===== src/rtl/demux_1xn_reg.sv =====
// Registered 1-to-N demux with per-channel one-entry holding registers, broadcast and bad-select flag.
// Latency: 1 cycle from accept edge to out_valid/out_data.
// Backpressure: in_ready follows the target channel(s) being free; a draining channel can reload in the same cycle.
module demux_1xn_reg #(
    parameter int WIDTH = 8,
    parameter int N     = 8,
    parameter int SEL_W = 3
) (
    input  logic                 clk,
    input  logic                 rst_n,
    input  logic                 en,
    input  logic                 bcast,
    input  logic [SEL_W-1:0]     sel,
    input  logic                 in_valid,
    input  logic [WIDTH-1:0]     in_data,
    output logic                 in_ready,
    output logic [N-1:0]         out_valid,
    output logic [N*WIDTH-1:0]   out_data,
    input  logic [N-1:0]         out_ready,
    output logic                 sel_err,
    input  logic                 clr_err
);

    generate
        if ((2 ** SEL_W) < N) begin : g_sel_w_check
            $error("demux_1xn_reg: SEL_W too narrow for N channels");
        end
    endgenerate

    localparam logic [SEL_W:0] N_L = (SEL_W + 1)'(N);

    logic [N-1:0] free;
    logic [N-1:0] load;
    logic         in_range;
    logic         free_sel;
    logic         accept;
    logic         bad_accept;

    // A channel can take a word if it is empty or is being emptied this cycle.
    assign free     = ~out_valid | out_ready;
    assign in_range = ({1'b0, sel} < N_L);

    always_comb begin
        free_sel = 1'b0;
        for (int i = 0; i < N; i++) begin
            if (sel == SEL_W'(i)) begin
                free_sel = free[i];
            end
        end
    end

    // Out-of-range selects are always accepted so the producer never stalls on them.
    always_comb begin
        if (!rst_n || !en) begin
            in_ready = 1'b0;
        end else if (bcast) begin
            in_ready = &free;
        end else if (!in_range) begin
            in_ready = 1'b1;
        end else begin
            in_ready = free_sel;
        end
    end

    assign accept     = in_valid & in_ready;
    assign bad_accept = accept & ~bcast & ~in_range;

    always_comb begin
        load = '0;
        for (int i = 0; i < N; i++) begin
            load[i] = accept & (bcast | (sel == SEL_W'(i)));
        end
    end

    always_ff @(posedge clk or negedge rst_n) begin
        if (!rst_n) begin
            out_valid <= '0;
            out_data  <= '0;
            sel_err   <= 1'b0;
        end else begin
            for (int i = 0; i < N; i++) begin
                if (load[i]) begin
                    out_valid[i]                 <= 1'b1;
                    out_data[i*WIDTH +: WIDTH]   <= in_data;
                end else if (out_ready[i]) begin
                    out_valid[i] <= 1'b0;
                end
            end
            if (bad_accept) begin
                sel_err <= 1'b1;
            end else if (clr_err) begin
                sel_err <= 1'b0;
            end
        end
    end

endmodule


===== config.mk =====
export PLATFORM = sky130hd
export DESIGN_NAME = demux_1xn_reg
export DESIGN_NICKNAME = d
export VERILOG_FILES = /design/src/rtl/demux_1xn_reg.sv
export SDC_FILE = /design/constraint.sdc
export NUM_CORES = 1
export LEC_CHECK = 0
export CAP_MARGIN = 20
export CORE_ASPECT_RATIO = 2
export CORE_MARGIN = 2
export CORE_UTILIZATION = 46
export DETAILED_ROUTE_END_ITERATION = 10
export PLACE_DENSITY = 0.87
export SYNTH_ARGS = -nofsm -noshare
export SYNTH_HDL_FRONTEND = slang
export SYNTH_SLANG_ARGS = --single-unit

===== constraint.sdc =====
create_clock -name clk -period 2.74 [get_ports clk]
set_clock_uncertainty 0.05 [all_clocks]
set_input_delay 0.548 -clock clk [delete_from_list [all_inputs] [get_ports clk]]
set_output_delay 0.548 -clock clk [all_outputs]
set_load 0.02 [all_outputs]

* Yosys cells after proc, flatten, opt, wreduce, memory -nomap -nowiden
Index checks and enable logic that the tools add are counted.
** Storage, ports and cells
- Register bits :: 72
- Input bits :: 25
- Output and inout bits :: 74
- Word-level logic and storage cells :: 81
** Cells by class
- Equal/unequal tests :: 7
- Mux-type cells :: 26
- Bitwise operators :: 19
- Reductions and logical operators :: 13
** Operator list (number)
- two-way mux 1 bit :: 26
- nonzero test 2 bit :: 8
- equality test 3 bit, second input constant :: 4
- AND 1 bit :: 9
- inverter 8 bit :: 1
- OR 1 bit :: 8
- OR 8 bit :: 1
- AND reduction 8 bit :: 1
- equality test 3 x 2 -> 1 bit, second input constant :: 2
- equality test 3 x 1 -> 1 bit, second input constant :: 1
- logical NOT 3 bit :: 1
- logical NOT 1 bit :: 2
- logical OR 1 bit :: 1

* Logic depth before layout (Yosys ltp)
- Depth after elaboration :: 15
- Mapped depth :: 8
- Gate-level depth less buffers :: 5

* Worst setup path before layout
OpenSTA, ideal clock, no wires.
- Path type :: input to register
- Start point :: input out_ready[7]
- End point :: register out_data[56]
- Library setup time :: 0.125 ns
- Data arrival time :: 2.213 ns
- Required time :: 2.565 ns
- Slack :: 0.352 ns
- Stages :: 7
- Buffers on the path :: 2
- Cell sequence :: nand2b_4 -> mux4_2 -> a221o_1 -> buf_6 -> o211a_1 -> buf_6 -> mux2_4
** On the way
- Longest elaborated chain between the ends :: 6
- Elaborated cells on any way between the ends :: 7
- Those cells by class :: mux: 3; bitwise: 3; reduce/logical: 1
** RTL lines
- start: declaration :: line 19 : input logic [N-1:0] out_ready,
- OR 8 bit (*) :: line 40 : assign free = ~out_valid | out_ready;
- AND reduction 8 bit / two-way mux 1 bit (equally long branches) :: line 57, 46
- two-way mux 1 bit (*) :: line 56 : end else if (bcast) begin
- two-way mux 1 bit (*) :: line 54 : if (!rst_n || !en) begin
- AND 1 bit (*) :: line 65 : assign accept = in_valid & in_ready;
- AND 1 bit (*) :: line 71 : load[i] = accept & (bcast | (sel == SEL_W'(i)));
- end signal: indexed assignment :: line 84 : out_data[i*WIDTH +: WIDTH] <= in_data;
- end: declaration :: line 18 : output logic [N*WIDTH-1:0] out_data,
Every way passes the cells marked *; elsewhere a longest branch is shown, timed or not.
A chain may end at the register's enable or synchronous reset.

* Final worst setup path
- Start point :: input out_ready[0]
- End point :: output in_ready
** On the way
- Longest elaborated chain between the ends :: 11
- Elaborated cells on any way between the ends :: 12
- Those cells by class :: mux: 10; bitwise: 1; reduce/logical: 1
** RTL lines
- OR 8 bit (*) :: line 40
- two-way mux 1 bit (8 in series) :: line 46 : if (sel == SEL_W'(i)) begin
- two-way mux 1 bit (*) :: line 56
- two-way mux 1 bit (*) :: line 54
- end: declaration :: line 16 : output logic in_ready,
Marks and branches as above.

==> impl.org <==
** Cells and area
- In the final design database the tool counted 349 nets.
- Post-layout instance area :: 4610 sq um
- Count of placed standard cells in the final layout, fillers left out :: 417
- In the final layout, the share of cells above drive strength 1 is 0.354.
- Layout Area Growth over Synthesis :: 48.2%
- For this run, the share of the core covered by cells in the final layout is 0.702.

** Die
- During I/O placement, the number of pins put on the boundary was 99.
- The floorplan has 42 rows.
- The floorplan step defined a die boundary enclosing 7480 sq um.
- The die is 120 microns tall.
- The die is 62.2 microns wide.
- Core ar. :: 6570 sq um
- For this configuration, the core starts out at a cell density of 0.474.

** Clock tree
- In this run, post-CTS hold repair placed 0 buffers.
- Worst skew pair latency :: 330 ps
- Clock buffer depth :: 2
- TritonCTS built the clock tree.
- Max H-tree Level :: 3
- Buffers inserted during clock tree synthesis total 9.
- Clock sinks :: 72
- Root Buffer Master :: sky130_fd_sc_hd__clkbuf_16
- Clock-pin slew was measured on the worst setup and hold paths at 50 ps.

** Detailed routing
- In the final routed layout, each cell accounts on average for 19.1 microns.
- The first TritonRoute pass finished after 4 iterations.
- Violation count after the first detailed-route iteration :: 53
- The routed design has 7960 microns of wire.
- Vias per std cell :: 5.26
- The detail route stage leaves a number of antenna-violating nets equal to 0.
- After detailed routing, the number of remaining DRC violations is 0.
- Number of vias after detailed routing :: 2,192

** Logic synthesis
- The synthesized design contains 0 enable-type register cells.
- Cell types with the highest counts after synthesis :: 72 x sky130_fd_sc_hd__dfrtp_1, 49 x sky130_fd_sc_hd__mux2_2, 10 x sky130_fd_sc_hd__nand2_1
- Average cell area after synthesis :: 15.5 sq um
- Synth Instances :: 201
- Counting flops with an async set or reset pin after synthesis yields a share of 1.00.
- The share of synthesized area in the top cell type comes to 0.579.
- Syn Std Cell Area :: 3110 sq um
- Primary flip-flop cell chosen by synthesis mapping :: sky130_fd_sc_hd__dfrtp_1
- Yosys warns :: 0
- Synth unique cells :: 32
- For this run, the register share of the synthesized area comes to 0.579.
- Post-synthesis register bit count :: 72
- Summed over all instances, the cell type with the most area after synthesis is sky130_fd_sc_hd__dfrtp_1.
- Most frequent cell after synthesis :: sky130_fd_sc_hd__dfrtp_1
- By area the synthesized netlist is led by sky130_fd_sc_hd__dfrtp_1 58%, sky130_fd_sc_hd__mux2_2 18%, sky130_fd_sc_hd__o211ai_4 4.8%.
- Net count of the mapped netlist :: 226

** Power
- Static Leak :: 2.04 nW
- Cell Pwr Density :: 935 nW/um^2
- Worst IR drop on VDD :: 0.639 mV

** Timing
- The routed design could run at a clock period as short as 2680 ps.
- Final TNS setup :: 0 ps
- The total count of max-transition violations in the final report is 0.
- The final hold violation count came to 0.
- Max Clk Rate :: 0.373 GHz
- Setup repair after global routing left no endpoint under its margin.
- Part of the cycle the worst path needs :: 0.978
- Slew at the pin closest to its max-slew limit :: 876 ps
- Across all hold checks on the routed design, the worst slack comes to 417 ps.
- Setup violations remaining at the end of the flow were counted as 0.
- Headroom to the max-slew limit :: 0.416

** Flow run
- Max-cap violations in this run came to 0.

** Global routing
- Total routing resource utilization after global routing :: 0.225
- The initial antenna violation count came to 1.
- Vias in the first global route :: 2,332
- Entering global routing, the biggest net connects 73 pins.
- The first global-routing pass estimated 12,500 microns of wire.
- Summed over all layers, the global routing overflow is 0.

** Critical path
- Along the worst path, the maximum fanout reaches 2.
- STA classifies the critical path endpoint as an output pin.
- WS Path Type :: in2out
- STA classifies the critical path startpoint as a primary input.
- Required time at the endpoint of the critical path :: 2140 ps
- Data arrives at the worst endpoint at 2080 ps.

** Placement
- RePlAce Congestion :: 0.849
- Final HPWL from detailed placement :: 5650 microns
- Port buffering added 96 buffers.
- Placed inst area :: 4310 sq um
- Placed Cells incl. Taps :: 400

** Min path
- The path class of the tightest hold or removal check is in2async.

** Status
- Status :: finished clean
==> power by group <==
part           internal [W]  switching (W)
Clock              0.000657       0.000393
Combinational      0.000888       0.000792
Sequential          0.00140       0.000182
Total               0.00295        0.00137
==> worst paths after layout <==
| check | depth (start not counted) | end | slack (ps) | startpoint |
|---|---|---|---|---|
| max | 7 | in_ready | 60 | out_ready[0] |
| min | 2 | out_data[6] | 420 | rst_n |
| max reg2reg | 7 | out_data[35] | 270 | out_valid[5] |
| min reg2reg | 1 | out_data[9] | 450 | out_data[9] |
| max in group asynchronous | 2 | out_data[38] | 1670 | rst_n |
| min in group clk | 1 | out_data[9] | 450 | out_data[9] |
==> sequential cells by signal (all words and copies together) (netlist names) <==
signal,cells
out_data,64
out_valid,8
==> layout by cell type, fill, tap and decap left out, types with 5 or more instances in the layout <==
| master | count |
|---|---|
| sky130_fd_sc_hd__dfrtp_1 | 72 |
| sky130_fd_sc_hd__nand2_1 | 10 |
| sky130_fd_sc_hd__mux2_2 | 49 |
| sky130_fd_sc_hd__buf_4 | 23 |
| sky130_fd_sc_hd__mux2_1 | 8 |
| sky130_fd_sc_hd__dlygate4sd2_1 | 6 |
| sky130_fd_sc_hd__mux2_4 | 7 |
| sky130_fd_sc_hd__clkdlybuf4s50_1 | 87 |
| sky130_fd_sc_hd__nor2_1 | 5 |
| sky130_fd_sc_hd__clkbuf_16 | 9 |
| sky130_fd_sc_hd__nand2b_1 | 5 |
| sky130_fd_sc_hd__o211ai_4 | 7 |
==> kinds of logic after synthesis <==
group / share of synthesized area
AND/OR/NAND/NOR: 0.0836
AO/OA/AOI/OAI: 0.0707
flip-flops: 0.579
other: 0.00120
multiplexers: 0.247
buffers and inverters: 0.0185
==> worst max-delay path: stages <==
cell	delay, ps
sky130_fd_sc_hd__clkdlybuf4s50_1	430
sky130_fd_sc_hd__nor3b_1	370
sky130_fd_sc_hd__o32ai_4	160
sky130_fd_sc_hd__a22oi_2	160
sky130_fd_sc_hd__nor2_1	60
sky130_fd_sc_hd__o211a_1	230
sky130_fd_sc_hd__buf_6	130
==> per-layer routing <==
layer  routed length (microns)  GRT usage
met5                         0          0
met1                      2900      0.241
met4                       317      0.126
met3                       269     0.0474
met2                      4460      0.406
==> final cells by class <==
type | instances | area [sq um]
diodes | 1 | 2.50
clock buffers | 15 | 268
fillers | 456 | 1960
inverters | 1 | 3.75
multi-input cells | 121 | 1290
flip-flops and latches | 72 | 1800
well taps | 88 | 110
repair buffers | 119 | 1140
==> per-stage QoR <==
step	setup slack (ps)	power (W)
2_1_floorplan	352	0.00238
3_3_place_gp	-522	0.00323
3_5_place_dp	-520	0.00328
4_1_cts	16.1	0.00435
5_1_grt	1.04	0.00448
6_report	59.6	0.00431
==> repair_timing <==
item | CTS | global route
setup buffers | 1 | 0
gates resized for setup | 16 | 2
gates cloned | 0 | 0
pin swaps | 3 | 2
setup endpoints to repair | 9 | 2
Power figures use the tool's default switching activity.
